[src/rtl/snn_aer_pkg.sv]
// snn_aer_pkg: definitions shared by the AER spike encoder and its FIFO.
//   state_e    - encoder FSM state (IDLE=0, SEND=1)
//   addr_width - event address width for an M-wide spike vector, never below 1
package snn_aer_pkg;

    typedef enum logic {
        IDLE = 1'b0,
        SEND = 1'b1
    } state_e;

    function automatic int addr_width(input int m);
        return (m <= 1) ? 1 : $clog2(m);
    endfunction

endpackage

[src/rtl/spike_fifo.sv]
// spike_fifo: snapshot FIFO for the AER encoder.
// Ports:
//   clk, reset         - clock, asynchronous active-low reset
//   push, push_data    - enqueue request and data (ignored when full)
//   pop                - dequeue request (ignored when empty)
//   head               - data at the read pointer (valid when !empty)
//   full, empty, count - occupancy status, all derived from the registered count
module spike_fifo #(
    parameter int WIDTH = 2,
    parameter int DEPTH = 4
) (
    input  logic                       clk,
    input  logic                       reset,
    input  logic                       push,
    input  logic [WIDTH-1:0]           push_data,
    input  logic                       pop,
    output logic [WIDTH-1:0]           head,
    output logic                       full,
    output logic                       empty,
    output logic [$clog2(DEPTH+1)-1:0] count
);

    localparam int PW = $clog2(DEPTH);
    localparam int CW = $clog2(DEPTH + 1);

    logic [WIDTH-1:0] mem_q [DEPTH];
    logic [PW-1:0]    wr_ptr_q, rd_ptr_q;
    logic [CW-1:0]    count_q;
    logic             do_push, do_pop;

    assign full    = (count_q == CW'(DEPTH));
    assign empty   = (count_q == '0);
    assign count   = count_q;
    assign head    = mem_q[rd_ptr_q];
    assign do_push = push && !full;
    assign do_pop  = pop && !empty;

    // Storage needs no reset: pointers and count define what is live.
    always_ff @(posedge clk) begin
        if (do_push) mem_q[wr_ptr_q] <= push_data;
    end

    // DEPTH is a power of two, so pointers wrap by natural overflow.
    always_ff @(posedge clk or negedge reset) begin
        if (!reset) begin
            wr_ptr_q <= '0;
            rd_ptr_q <= '0;
            count_q  <= '0;
        end else begin
            if (do_push) wr_ptr_q <= wr_ptr_q + PW'(1);
            if (do_pop)  rd_ptr_q <= rd_ptr_q + PW'(1);
            case ({do_push, do_pop})
                2'b10:   count_q <= count_q + CW'(1);
                2'b01:   count_q <= count_q - CW'(1);
                default: count_q <= count_q;
            endcase
        end
    end

endmodule

[src/rtl/spike_aer_encoder.sv]
// spike_aer_encoder: converts per-timestep spike vectors into a stream of
// address-event (AER) words, one per set bit, lowest index first.
// Ports:
//   clk, reset                      - clock, asynchronous active-low reset
//   enable                          - gates capture and starting a new snapshot
//   capture, spikes_in[M]           - timestep strobe and the spike vector it samples
//   aer_valid/aer_ready             - event handshake
//   aer_addr[AW], aer_last          - neuron index, final event of a snapshot
//   overflow, overflow_clr          - sticky dropped-snapshot flag and its clear
//   busy                            - snapshots pending or an event stream in progress
module spike_aer_encoder
    import snn_aer_pkg::*;
#(
    parameter int M     = 2,
    parameter int DEPTH = 4
) (
    input  logic                      clk,
    input  logic                      reset,
    input  logic                      enable,
    input  logic                      capture,
    input  logic [M-1:0]              spikes_in,
    output logic                      aer_valid,
    input  logic                      aer_ready,
    output logic [addr_width(M)-1:0]  aer_addr,
    output logic                      aer_last,
    output logic                      overflow,
    input  logic                      overflow_clr,
    output logic                      busy
);

    localparam int AW = addr_width(M);
    localparam int CW = $clog2(DEPTH + 1);

    state_e          state_q;
    logic [M-1:0]    work_q;
    logic            valid_q, last_q, overflow_q, overflow_d;
    logic [AW-1:0]   addr_q;

    logic            fifo_full, fifo_empty, fifo_push, fifo_pop;
    logic [M-1:0]    fifo_head;
    logic [CW-1:0]   fifo_count;

    logic            snap_offer, start;
    logic [M-1:0]    work_clr, sel_vec;
    logic [AW-1:0]   lsb_idx;
    logic            sel_onehot;

    // A non-empty, enabled snapshot is either stored or counted as dropped.
    assign snap_offer = capture && enable && (spikes_in != '0);
    assign fifo_push  = snap_offer && (fifo_count < CW'(DEPTH));
    assign start      = (state_q == IDLE) && enable && !fifo_empty;
    assign fifo_pop   = start;

    spike_fifo #(.WIDTH(M), .DEPTH(DEPTH)) u_fifo (
        .clk       (clk),
        .reset     (reset),
        .push      (fifo_push),
        .push_data (spikes_in),
        .pop       (fifo_pop),
        .head      (fifo_head),
        .full      (fifo_full),
        .empty     (fifo_empty),
        .count     (fifo_count)
    );

    // Work register with its lowest set bit cleared (the event being accepted).
    assign work_clr = work_q & (work_q - M'(1));

    // One priority encoder serves both cases: the snapshot about to be loaded
    // (IDLE) and the remainder after the current event retires (SEND).
    assign sel_vec    = (state_q == IDLE) ? fifo_head : work_clr;
    assign sel_onehot = (sel_vec != '0) && ((sel_vec & (sel_vec - M'(1))) == '0);

    always_comb begin
        lsb_idx = '0;
        for (int i = M - 1; i >= 0; i--) begin
            if (sel_vec[i]) lsb_idx = AW'(i);
        end
    end

    // Outputs are registered and computed from the next work value, so the
    // first event appears the edge after the snapshot is popped.
    always_ff @(posedge clk or negedge reset) begin
        if (!reset) begin
            state_q <= IDLE;
            work_q  <= '0;
            valid_q <= 1'b0;
            addr_q  <= '0;
            last_q  <= 1'b0;
        end else begin
            case (state_q)
                IDLE: begin
                    if (start) begin
                        state_q <= SEND;
                        work_q  <= fifo_head;
                        valid_q <= 1'b1;
                        addr_q  <= lsb_idx;
                        last_q  <= sel_onehot;
                    end
                end
                SEND: begin
                    if (valid_q && aer_ready) begin
                        work_q <= work_clr;
                        if (work_clr == '0) begin
                            state_q <= IDLE;
                            valid_q <= 1'b0;
                            addr_q  <= '0;
                            last_q  <= 1'b0;
                        end else begin
                            addr_q <= lsb_idx;
                            last_q <= sel_onehot;
                        end
                    end
                end
            endcase
        end
    end

    // Set wins over clear when both happen in one cycle.
    always_comb begin
        overflow_d = overflow_q;
        if (overflow_clr)              overflow_d = 1'b0;
        if (snap_offer && fifo_full)   overflow_d = 1'b1;
    end

    always_ff @(posedge clk or negedge reset) begin
        if (!reset) overflow_q <= 1'b0;
        else        overflow_q <= overflow_d;
    end

    assign aer_valid = valid_q;
    assign aer_addr  = addr_q;
    assign aer_last  = last_q;
    assign overflow  = overflow_q;
    assign busy      = !fifo_empty || (state_q == SEND);

endmodule

[config.mk]
export PLATFORM = sky130hd
export DESIGN_NAME = spike_aer_encoder
export DESIGN_NICKNAME = d
export VERILOG_FILES = /design/src/rtl/snn_aer_pkg.sv /design/src/rtl/spike_fifo.sv /design/src/rtl/spike_aer_encoder.sv
export SDC_FILE = /design/constraint.sdc
export NUM_CORES = 1
export LEC_CHECK = 0
export ABC_AREA = 1
export ABC_CLOCK_PERIOD_IN_PS = 3900
export BUFFER_PORTS_ARGS = -buffer_cell sky130_fd_sc_hd__buf_2
export CORE_UTILIZATION = 30
export DETAILED_ROUTE_END_ITERATION = 8
export REMOVE_ABC_BUFFERS = 1
export SETUP_SLACK_MARGIN = 0.4
export SLEW_MARGIN = 0
export SYNTH_ARGS = -nofsm -noshare
export SYNTH_HDL_FRONTEND = slang
export SYNTH_SLANG_ARGS = --single-unit
[constraint.sdc]
create_clock -name clk -period 3.9 [get_ports clk]
set_clock_uncertainty 0.1 [all_clocks]
set_input_delay 0.975 -clock clk [delete_from_list [all_inputs] [get_ports clk]]
set_output_delay 0.975 -clock clk [all_outputs]
set_load 0.05 [all_outputs]
### Yosys cells after proc, flatten, opt, wreduce, memory -nomap -nowiden

Memories as Yosys holds them, arrays and structs flattened.
Index checks and enable logic that the tools add are counted.

| word-level totals | value |
|---|---|
| register bits after elaboration | 14 |
| RAM bits | 8 |
| bits of input ports | 8 |
| memories | 1 |

| cells by class | value |
|---|---|
| add/sub/neg operators | 6 |
| magnitude comparators | 1 |
| equality and inequality tests | 6 |
| mux-type cells | 27 |
| bitwise operators | 3 |
| reduce and logical (&&, ||, !) cells | 22 |

Memories:

| memory | depth | bits a word | read ports | clocked after memory_dff | write ports | line | source |
|---|---|---|---|---|---|---|---|
| u_fifo.mem_q | 4 | 2 | 1 | 0 | 1 | spike_fifo.sv:26 | `logic [WIDTH-1:0] mem_q [DEPTH];` |

Operators with widths:

| operator | number |
|---|---|
| 1-bit two-way mux | 18 |
| 1-bit logical AND | 10 |
| 1-bit one-hot mux with 2 select lines | 4 |
| 2-bit nonzero test | 4 |
| 2-bit two-way mux | 3 |
| 2-bit by 1-bit != test with 1-bit output, second input constant | 3 |
| 3-bit one-hot mux with 2 select lines | 1 |
| 2-bit by 1-bit adder with 2-bit output, second input constant | 2 |
| 2-bit AND | 2 |
| 2-bit zero test | 2 |
| 2-bit one-hot mux with 2 select lines | 1 |
| 2-bit by 1-bit subtractor with 2-bit output, second input constant | 2 |
| 3-bit by 1-bit adder with 3-bit output, second input constant | 1 |
| 3-bit equality test, second input constant | 1 |
| 3-bit zero test | 1 |
| 3-bit < comparator, second input constant | 1 |
| 3-bit AND reduction | 1 |
| 3-bit by 1-bit subtractor with 3-bit output, second input constant | 1 |
| 2-bit by 1-bit equality test with 1-bit output, second input constant | 1 |
| 2-bit equality test, second input constant | 1 |
| 1-bit zero test | 2 |
| 2-bit AND reduction | 1 |
| 1-bit logical OR | 1 |
| 1-bit inverter | 1 |

### Depth between registers and ports, before layout

Gate-level depths: netlist (run 1).

| depth | value |
|---|---|
| depth in word-level cells | 10 |
| mapped depth | 10 |

### By module

From an unflattened synthesis (run 1), not the netlist that was laid out.

| unflattened totals | value |
|---|---|
| cell total of the unflattened synthesis | 132 |
| area total of the unflattened synthesis | 1,176.1 sq um |

Modules (own cells, without submodules):

| module | instances | cells each | area an instance (sq um) | seq. area each (sq um) |
|---|---|---|---|---|
| spike_fifo | 1 | 84 | 794.5 | 415.4 |
| spike_aer_encoder | 1 | 48 | 381.6 | 175.2 |

### Worst setup path after synthesis (run 1)

No wires, ideal clock.

| timing path | value |
|---|---|
| kind | input-to-reg |
| start point | in spikes_in[1] |
| end point | reg u_fifo.count_q[2], in the netlist u_fifo.count[2] |
| arrival time | 2.207 ns |
| required time | 3.673 ns |
| setup slack | 1.466 ns |
| cell stages on the path | 9 |
| path buffers | 0 |
| path through | o21ai_1 nor2_2 nand2_2 ha_1 inv_2 fa_1 a21oi_1 o21ai_1 xor2_1 |

| on the way | value |
|---|---|
| longest elaborated chain between the ends | 6 |
| elaborated cells between the ends (all ways) | 8 |
| those cells by class | eq/ne: 2; mux: 1; reduce/logical: 5 |

RTL lines:

| item | line | source |
|---|---|---|
| from (decl) | spike_aer_encoder.sv:21 | `input logic [M-1:0] spikes_in,` |
| 2-bit nonzero test (*) | spike_aer_encoder.sv:49 | `assign snap_offer = capture && enable && (spikes_in != '0);` |
| 1-bit logical AND (*) | spike_aer_encoder.sv:49 |  |
| 1-bit logical AND (*) | spike_aer_encoder.sv:50 | `assign fifo_push = snap_offer && (fifo_count < CW'(DEPTH));` |
| 1-bit logical AND (*) | spike_fifo.sv:35 | `assign do_push = push && !full;` |
| 2-bit by 1-bit equality test with 1-bit output or 2-bit equality test (tied branches) | spike_fifo.sv:52 | `case ({do_push, do_pop})` |
| 3-bit one-hot mux with 2 select lines or 2-bit nonzero test (tied branches) | - |  |
| to (signal assigned) | spike_fifo.sv:53 | `2'b10: count_q <= count_q + CW'(1);` |
| to (signal assigned) | spike_fifo.sv:54 | `2'b01: count_q <= count_q - CW'(1);` |
| to (signal assigned) | spike_fifo.sv:55 | `default: count_q <= count_q;` |
| to (decl) | spike_fifo.sv:28 | `logic [CW-1:0] count_q;` |

Mark *: on every way between the ends. The rest lies on a longest branch, timed or not.
A chain may end at the register's enable or synchronous reset.

### Worst setup path after layout (run 1)

Same ends and word-level chain as after synthesis.

==> summary.md, run 1 <==
| Metric | Value |
|---|---|
| Status | complete, no violations |
| Number of remaining DRC errors | 0 |
| Port bufs | 12 |
| VDD IR max | 98.0 uV |
| Sequential area share after synthesis | 52.9% |
| Post-DR vias/cell | roughly 4.4 |
| Largest net degree at the start of global routing | 15 |
| CP Launch Type | primary input |
| Setup_tns | 0 ns |
| Initial antenna violation count | 0 |
| Yosys warnings | 0 |
| Worst-margin pin slew | 0.317 ns |
| DRT antenna net count | 0 |
| Final Hold Fails | 0 |
| Vias in the first global route | between 700 and 800 |
| Syn Area/Cell | 9.80 um^2 |
| Core footprint | 0.00344 mm^2 |
| Vias | approximately 770 |
| Synth area leaders | dfrtp_1, edfxtp_1, ha_1 |
| Worst slack at placement | ~1.2 ns |
| # hold bufs at CTS | 0 |
| Worst-path clk slew | ~0.080 ns |
| Worst min path class | flip-flop to flip-flop |
| Setup Buffers After CTS | 0 |
| Global-route wire length before repair | around 3300 um |
| Ys async rst share | a little under two thirds |
| Global route overflow | 0 |
| Most frequent cells after synthesis | nand2_1, inv_1, dfrtp_1, nand3_1 |
| Critical Path Slowest Stage Cell | fa_1 |
| Root Driver | clkbuf_8 |
| Rel. slew slack | around four fifths |
| Gate Count Post-Synth | roughly 110 |
| Pleak | roughly 0.6 nW |
| Chip Height | 63.0 um |
| GPL Wtd Cong | 0.713 |
| Worst hold slack | approximately 0.4 ns |
| RSZ-0062 raised after global routing | false |
| Final worst path period share | 60.6% |
| Clock Latency Late Sink | between 0.2 and 0.3 ns |
| Post-synth top flop | dfrtp_1 |
| Tmin final | around 2.4 ns |
| Final WS setup | ~1.5 ns |
| Die area | roughly 0.0040 mm^2 |
| Overall routing resource usage | 10.6% |
| I/O Pins | 13 |
| Critical Path RT | between 3 and 4 ns |
| CTS Buf Count | 3 |
| Synth cell types | 23 |
| First-pass DRT Iterations | 4 |
| Setup violators final | 0 |
| Max-Cap Viols | 0 |
| Starting density of the core | approximately 32% |
| Area Growth Syn to Fin | 15.5% |
| Crit Path Class | primary input to flip-flop |
| CTS tree | yes |
| Crit path top cell by count | o21ai_1 |
| H-Tree Depth | 1 |
| Ant. Diodes | 0 |
| Nets | between 100 and 150 |
| Final HPWL DP | 1440 um |
| Max clock buf depth | 2 |
| Final wirelength | ~1800 um |
| Final slew viol count | 0 |
| Cell Pwr Density | approximately 320 mW/mm^2 |
| Count leader, synth | nand2_1 |
| FF+latch count, synth | 22 |
| CTS sink count | 22 |
| Critical-path cell list | buf_2 -> o21ai_1 -> nor2_2 -> nand2_2 -> ha_1 -> inv_2 -> fa_1 -> a21oi_1 -> o21ai_1 -> xor2_1 |
| Share of layout cells above drive strength 1 | roughly a quarter |
| Crit path largest cell delay | about 0.37 ns |
| Crit path max fanout | 7 |
| Max Fclk | about 420 MHz |
| Core Rows | 21 |
| DR WL/cell | around 10 um |
| Chip width | 63.0 um |
| Post-cts gate resize count | 0 |
| Arrival time at the worst endpoint | ~2.4 ns |
| Synth top area share | a little under a third |
| Initial DRC Count | 72 |
| Area leader, netlist | dfrtp_1 |
| Worst Setup End Kind | flip-flop |
| Number of synthesized flops with an enable pin | 8 |
| Post-Syn Area | approximately 0.0011 mm^2 |
-- power breakdown --
part / internal (W) / leakage [nW] / switching, W / total [W]
Sequential: 0.000240 / 0.250 / 0.000000408 / 0.000241
Clock: 0.0000899 / 0.0288 / 0.0000718 / 0.000162
Combinational: 0.00000444 / 0.325 / 0.0000109 / 0.0000154
-- cell usage in the layout, fill, tap and decap left out --
master	n
a21oi_1	2
and2_1	1
buf_2	12
clkbuf_8	4
dfrtp_1	14
edfxtp_1	8
fa_1	1
ha_1	6
inv_1	15
inv_2	6
nand2_1	19
nand2_2	2
nand2_4	1
nand3_1	10
nand3_2	4
nand3b_1	1
nand4_1	2
nor2_1	8
nor2_2	1
nor2_4	2
o211ai_1	1
o21ai_0	1
o21ai_1	5
xnor2_1	1
xor2_1	3
-- worst paths after layout --
check | from | end | slack, ns | cells after the start
worst min register to register | u_fifo.count[0] | u_fifo.count[0] | 0.40 | 1
worst max register to register | state_q | u_fifo.count[2] | 1.91 | 9
max in group asynchronous | reset | u_fifo.wr_ptr_q[0] | 2.96 | 1
min in group asynchronous | reset | u_fifo.rd_ptr_q[0] | 0.49 | 1
worst min-delay path | u_fifo.count[0] | u_fifo.count[0] | 0.40 | 1
worst max-delay path | spikes_in[1] | u_fifo.count[2] | 1.54 | 10
-- cell type report --
class	count	area, um^2
clock buffers	4	55.1
fillers	356	2150
inverters	21	78.8
multi-input cells	71	448
flip-flops and latches	22	591
well taps	46	57.6
repair buffers	12	60.1
-- stage by stage --
step | cell area [um^2] | total power, W | std cells | utilization (%)
after floorplan | 1120 | 0.000252 | 114 | -
after global placement | 1230 | 0.000262 | 172 | 35.9
after detailed placement | 1230 | 0.000262 | 172 | 35.9
after CTS | 1290 | 0.000423 | 176 | 37.5
after global routing | 1290 | 0.000434 | 176 | 37.5
final | 1290 | 0.000418 | 176 | 37.5
-- registers in the layout, indices dropped and copies added, names as in the netlist --
signal / cells
aer_last: 1
u_fifo.count: 3
work_q: 2
state_q: 1
u_fifo.mem_q: 8
overflow: 1
u_fifo.rd_ptr_q: 2
u_fifo.wr_ptr_q: 2
aer_valid: 1
aer_addr: 1
-- cells by family after synthesis --
family                   synth area share, %
AO/OA/AOI/OAI                           4.25
XOR/XNOR                                3.14
adder cells (fa/ha/maj)                 8.51
buffers and inverters                   7.05
flip-flops                              52.9
AND/OR/NAND/NOR                         24.2
-- critical path, delay by kind of cell --
kind	cells	cell delay (ns)
buf+inv	2	0.17
simple gates	2	0.19
xor+xnor	1	0.14
fa+ha+maj	2	0.54
compound gates	3	0.38
-- routing by layer --
metal  vias to the layer above  track usage, %  share of wire [%]
met5                         -               0                  0
met4                         0            6.98                1.5
met3                         2            1.46                2.9
met2                         8            18.3                 51
met1                       361            12.2                 45
li1                        396               -                  -
Power figures use the tool's default switching activity.
==> run 2, diff against run 1 <==
--- a/config.mk
+++ b/config.mk
@@ -5,8 +5,8 @@
 export SDC_FILE = /design/constraint.sdc
 export NUM_CORES = 1
 export LEC_CHECK = 0
-export ABC_AREA = 1
-export ABC_CLOCK_PERIOD_IN_PS = 3900
+export ABC_AREA = 0
+export ABC_CLOCK_PERIOD_IN_PS = 2400
 export BUFFER_PORTS_ARGS = -buffer_cell sky130_fd_sc_hd__buf_2
 export CORE_UTILIZATION = 30
 export DETAILED_ROUTE_END_ITERATION = 8
==> constraint.sdc (replaced) <==
create_clock -name clk -period 2.4 [get_ports clk]
set_clock_uncertainty 0.1 [all_clocks]
set_input_delay 0.6 -clock clk [delete_from_list [all_inputs] [get_ports clk]]
set_output_delay 0.6 -clock clk [all_outputs]
set_load 0.05 [all_outputs]
==> summary.md, run 2 <==
| Metric | Value |
|---|---|
| Status | complete, no violations |
| Initial DRC Count | 8 |
| Die area | about 0.0038 mm^2 |
| Setup violators final | 0 |
| Starting density of the core | roughly a third |
| Ant. Diodes | 0 |
| Global-route wire length before repair | 3500 um |
| Area leader, netlist | dfrtp_1 |
| Overall routing resource usage | between 10% and 20% |
| DR top layer | met4 |
| Chip width | roughly 62 um |
| RSZ-0062 raised after global routing | true |
| Commonest non-fill, non-tap cells in the layout | buf_4, buf_2, dfrtp_1 |
| Clk pwr share | between 10 and 15% |
| Metal1 wirelength | just under 900 um |
| Share of layout cells above drive strength 1 | 39.3% |
| Area Growth Syn to Fin | 26.0% |
| Rel. slew slack | around two thirds |
| Vias | between 700 and 800 |
| DR WL met2 | 1060 um |
| Worst-path clk slew | roughly 0.12 ns |
| Tmin final | roughly 2.1 ns |
| Synth area leaders | dfrtp_1, edfxtp_1, ha_1 |
| Critical R2R Capture | u_fifo.count[2] |
| Yosys warnings | 0 |
| Critical Path RT | between 1.5 and 2 ns |
| Post-DR vias/cell | about 4.6 |
| Max clock buf depth | 2 |
| Syn Area/Cell | 13.0 um^2 |
| Core footprint | 0.00339 mm^2 |
| Chip Height | around 62 um |
| Synth top area share | 32.6% |
| I/O Pins | 13 |
| Nets | ~130 |
| Launch point of the worst reg-to-reg path | state_q |
| Core Rows | 21 |
| Largest register by flop count | u_fifo.mem_q |
| Root Driver | clkbuf_4 |
| NetSw | 0.000536 W |
| Worst Reg-to-Reg Cells | 8 |
| CTS Buf Count | 3 |
| Reg power frac | a little over two fifths |
| DRT antenna net count | 0 |
| Arrival time at the worst endpoint | ~1.4 ns |
| Max-Cap Viols | 0 |
| Crit path max fanout | 2 |
| Gate Count Post-Synth | between 80 and 90 |
| Number of synthesized flops with an enable pin | 8 |
| Count leader, synth | dfrtp_1 |
| CP Launch Type | flip-flop |
| Final worst path period share | 87.6% |
| Register area | 596 um^2 |
| Final HPWL DP | 1440 um |
| Area occupied by multi-input gates | between 400 and 500 um^2 |
| # hold bufs at CTS | 0 |
| DR WL/cell | around 13 um |
| GPL Wtd Cong | between 0.6 and 0.7 |
| Synth cell types | 34 |
| R2R setup slack | between 0.4 and 0.5 ns |
| Most frequent cells after synthesis | dfrtp_1, edfxtp_1, inv_1, ha_1, nor2_1 |
| FF+latch count, synth | 22 |
| Max Fclk | around 480 MHz |
| CTS tree | yes |
| CTS sink count | 22 |
| VDD IR max | between 200 and 300 uV |
| Worst Setup End Kind | output port |
| Vias in the first global route | slightly below 800 |
| Post-Syn Area | between 0.001 and 0.0015 mm^2 |
| Cell Pwr Density | around 1000 mW/mm^2 |
| Largest net degree at the start of global routing | 15 |
| Sequential area share after synthesis | 54.9% |
| Setup_tns | 0 ns |
| Port bufs | 12 |
| Number of remaining DRC errors | 0 |
| Sw Share | 38.6% |
| Most common cell after layout, fill and taps aside | buf_4 |
| Max reg flops | 8 |
| Worst slack at placement | around 0.009 ns |
| Worst min path class | primary input to async pin |
| Power Internal | roughly 0.00085 W |
| Final WS setup | 0.298 ns |
| Crit Path Class | flip-flop to output port |
| Final slew viol count | 0 |
| Final wirelength | approximately 2000 um |
| Initial antenna violation count | 0 |
| Clock Latency Late Sink | between 0.3 and 0.4 ns |
| Post-synth top flop | dfrtp_1 |
| Global route overflow | 0 |
| H-Tree Depth | 1 |
| Ys async rst share | 63.6% |
| Met3 routed WL | 30 um |
| Pleak | 0.584 nW |
| Worst-margin pin slew | about 0.47 ns |
| Comb power frac | a little under half |
| Final Hold Fails | 0 |
| Fillers | about 330 |
| First-pass DRT Iterations | 4 |
==> run 2: cell families (layout without fill, tap and decap cells) <==
kind of cell    after synthesis  count (layout)  synth area share (%)
xor+xnor                      6               6                  4.88
fa+ha+maj                     7               7                  8.84
mux                           6               6                  7.56
flops                        22              22                  54.9
simple gates                 21              21                  10.7
compound gates               13              13                  10.0
buf+inv                       8              37                  3.14
==> run 2: critical path: stages, from the launching register on <==
cell	delay (ns)
dfrtp_2	0.42
or4_4	0.51
buf_6	0.17
==> run 2: how the worst max path moves through the flow <==
| stage | start | to | slack, ns |
|---|---|---|---|
| 6_report | u_fifo.count[0] | busy | 0.30 |
| 5_1_grt | u_fifo.count[1] | busy | 0.24 |
| 4_1_cts | u_fifo.count[1] | busy | 0.28 |
| 3_5_place_dp | spikes_in[1] | u_fifo.count[2] | 0.009 |
| 3_3_place_gp | spikes_in[1] | u_fifo.count[2] | 0.17 |
| 2_1_floorplan | spikes_in[1] | u_fifo.count[2] | 0.28 |
==> run 2: final cells by class <==
cell class                 instances  share of cell area, %
timing repair buffer              26                   12.6
clock buffer                       4                   1.94
inverter                           7                   1.94
tap                               46                   4.24
sequential                        22                   43.9
multi-input combinational         53                   35.3
==> run 2: stage by stage <==
stage	instances	cell area [um^2]	utilization, %	total power [W]	hold WS, ns
CTS	158	1340	39.6	0.00138	0.0728
floorplan	82	1070	-	0.000953	0.204
detailed placement	143	1210	35.7	0.00110	0.392
global route	158	1360	40.0	0.00150	0.0776
finish	158	1360	40.0	0.00139	0.0641
global placement	143	1210	35.7	0.00107	0.385
==> run 2: layer usage <==
metal  up-vias  GRT usage [%]
met4         0           7.62
li1        352              -
met5         -              0
met2         9           22.9
met3         4           1.86
met1       354           15.4
==> run 2: what timing repair did <==
item,4_1_cts,5_1_grt
endpoints found under the setup margin,4,5
buffers inserted,11,0
gates resized for setup,11,3
pin swaps,5,5
==> run 2: power groups by stage <==
stage	clock [W]	combinational (W)	sequential (W)
floorplan	0	0.000282	0.000671
global placement	0	0.000446	0.000627
detailed placement	0	0.000467	0.000635
CTS	0.000183	0.000618	0.000583
global route	0.000204	0.000694	0.000601
finish	0.000178	0.000627	0.000583
==> run 3, diff against run 2 <==
--- a/config.mk
+++ b/config.mk
@@ -6,7 +6,7 @@
 export NUM_CORES = 1
 export LEC_CHECK = 0
 export ABC_AREA = 0
-export ABC_CLOCK_PERIOD_IN_PS = 2400
+export ABC_CLOCK_PERIOD_IN_PS = 2500
 export BUFFER_PORTS_ARGS = -buffer_cell sky130_fd_sc_hd__buf_2
 export CORE_UTILIZATION = 30
 export DETAILED_ROUTE_END_ITERATION = 8
==> constraint.sdc (replaced) <==
create_clock -name clk -period 2.5 [get_ports clk]
set_clock_uncertainty 0.1 [all_clocks]
set_input_delay 0.625 -clock clk [delete_from_list [all_inputs] [get_ports clk]]
set_output_delay 0.625 -clock clk [all_outputs]
set_load 0.05 [all_outputs]
==> summary.md, run 3 (synthesized netlist as in run 2, its figures left out) <==
| Metric | Value |
|---|---|
| Status | complete, no violations |
| Final Instance Area | between 0.001 and 0.0015 mm^2 |
| GPL Wtd Cong | between 0.7 and 0.8 |
| Final worst path period share | a little under nine tenths |
| Total power | ~0.0013 W |
| Met2 usage | 20.9% |
| Critical path depth | 2 |
| Area Growth Syn to Fin | 22.4% |
| Final wirelength | roughly 1900 um |
| Worst-margin pin slew | ~0.49 ns |
| Arrival time at the worst endpoint | 1.42 ns |
| Core Rows | 21 |
| H-Tree Depth | 1 |
| Largest register by flop count | u_fifo.mem_q |
| Die area | 0.00383 mm^2 |
| Cell Pwr Density | a little under 1000 mW/mm^2 |
| Largest delay share family, worst path | simple AND/OR/NAND/NOR gates |
| Worst hold slack | ~0.11 ns |
| CTS sink count | 22 |
| Core footprint | about 0.0034 mm^2 |
| Final Non-Filler Cells | between 150 and 200 |
| Starting density of the core | 31.7% |
| Final HPWL DP | 1420 um |
| Tmin final | roughly 2.1 ns |
| Global-route wire length before repair | approximately 3200 um |
| Final Hold Fails | 0 |
| VDD IR max | 218 uV |
| I/O Pins | 13 |
| First-pass DRT Iterations | 4 |
| Ant. Diodes | 0 |
| Worst-path clk slew | 0.12 ns |
| DRT antenna net count | 0 |
| R2R setup slack | ~0.52 ns |
| Final slew viol count | 0 |
| Pleak | approximately 0.57 nW |
| Initial antenna violation count | 0 |
| Worst Setup End Kind | output port |
| Fillers | 340 |
| Met3 Track Usage GR | 1.24% |
| Root Driver | clkbuf_4 |
| Crit path largest cell delay | between 0.5 and 0.6 ns |
| GR Layer Usage met1 | between 10% and 20% |
| Clock Latency Late Sink | a little over 0.3 ns |
| Chip Height | between 60 and 70 um |
| Share of layout cells above drive strength 1 | 33.3% |
| Vias | ~700 |
| RSZ-0062 raised after global routing | true |
| Setup violators final | 0 |
| CTS tree | yes |
| Overall routing resource usage | ~12% |
| Critical Path RT | between 1.5 and 2 ns |
| Setup_tns | 0 ns |
| Vias in the first global route | between 700 and 800 |
| Max Fclk | around 470 MHz |
| Post-DR vias/cell | 4.53 |
| Global route overflow | 0 |
| WP buf/inv | 1 |
| DR WL/cell | ~12 um |
| CP Launch Type | flip-flop |
| CTS Buf Count | 3 |
| Max reg flops | 8 |
| Crit Path Class | flip-flop to output port |
| Rel. slew slack | roughly 67% |
| Largest net degree at the start of global routing | 15 |
| Worst min path class | primary input to async pin |
| Nets | between 100 and 150 |
| Number of remaining DRC errors | 0 |
| Max-Cap Viols | 0 |
| Critical-path cell list | or4_4 -> buf_6 |
| Initial DRC Count | 33 |
| Max clock buf depth | 2 |
| Grt peak-use layer | met2 |
| Critical Path Slowest Stage Cell | or4_4 |
| Inst Count DP | about 140 |
| Crit path max fanout | 2 |
| Chip width | a little over 60 um |
| Placed Area | about 0.0012 mm^2 |
| Commonest non-fill, non-tap cells in the layout | dfrtp_1, buf_2, buf_4 |
| Port bufs | 12 |
| Worst Reg-to-Reg Cells | 6 |
run 3: routing by layer:
layer / vias up / wire [um]
met2: 9 / 997
met3: 2 / 32
met4: 0 / 27
met5: - / 0
met1: 345 / 834
li1: 342 / -
run 3: power breakdown:
group,internal [W],switching [W],total (W)
combinational,0.000244,0.000303,0.000547
clock,0.0000889,0.000109,0.000198
sequential,0.000480,0.0000768,0.000557
total,0.000813,0.000489,0.00130
run 3: final timing paths:
check | start | endpoint
min | reset | work_q[1]
min in group clk | aer_ready | state_q
max reg2reg | u_fifo.rd_ptr_q[0] | aer_last
min reg2reg | aer_last | aer_last
max in group asynchronous | reset | u_fifo.count[0]
max | u_fifo.count[1] | busy
run 3: final cells by class:
| class | count | area, um^2 | share of cell area (%) |
|---|---|---|---|
| clock buffer | 4 | 36.3 | 2.75 |
| timing repair buffer | 22 | 141 | 10.7 |
| inverter | 7 | 26.3 | 1.99 |
| tap | 46 | 57.6 | 4.37 |
| sequential | 22 | 594 | 45.1 |
| multi-input combinational | 53 | 462 | 35.0 |
run 3: timing repair:
item                                    in CTS  in global routing
buffers inserted                             4                  3
hold buffers                                 0                  0
hold endpoints to repair                     0                  0
resized for setup                            6                  3
endpoints found under the setup margin       1                  5
gates cloned                                 0                  0
pin swaps                                    0                  4
run 3: through the flow:
stage | worst slack, ns | utilization (%)
after floorplan | 0.360 | -
after global placement | 0.243 | 35.7
after detailed placement | 0.149 | 35.7
after CTS | 0.346 | 38.0
after global routing | 0.292 | 38.9
final | 0.358 | 38.9
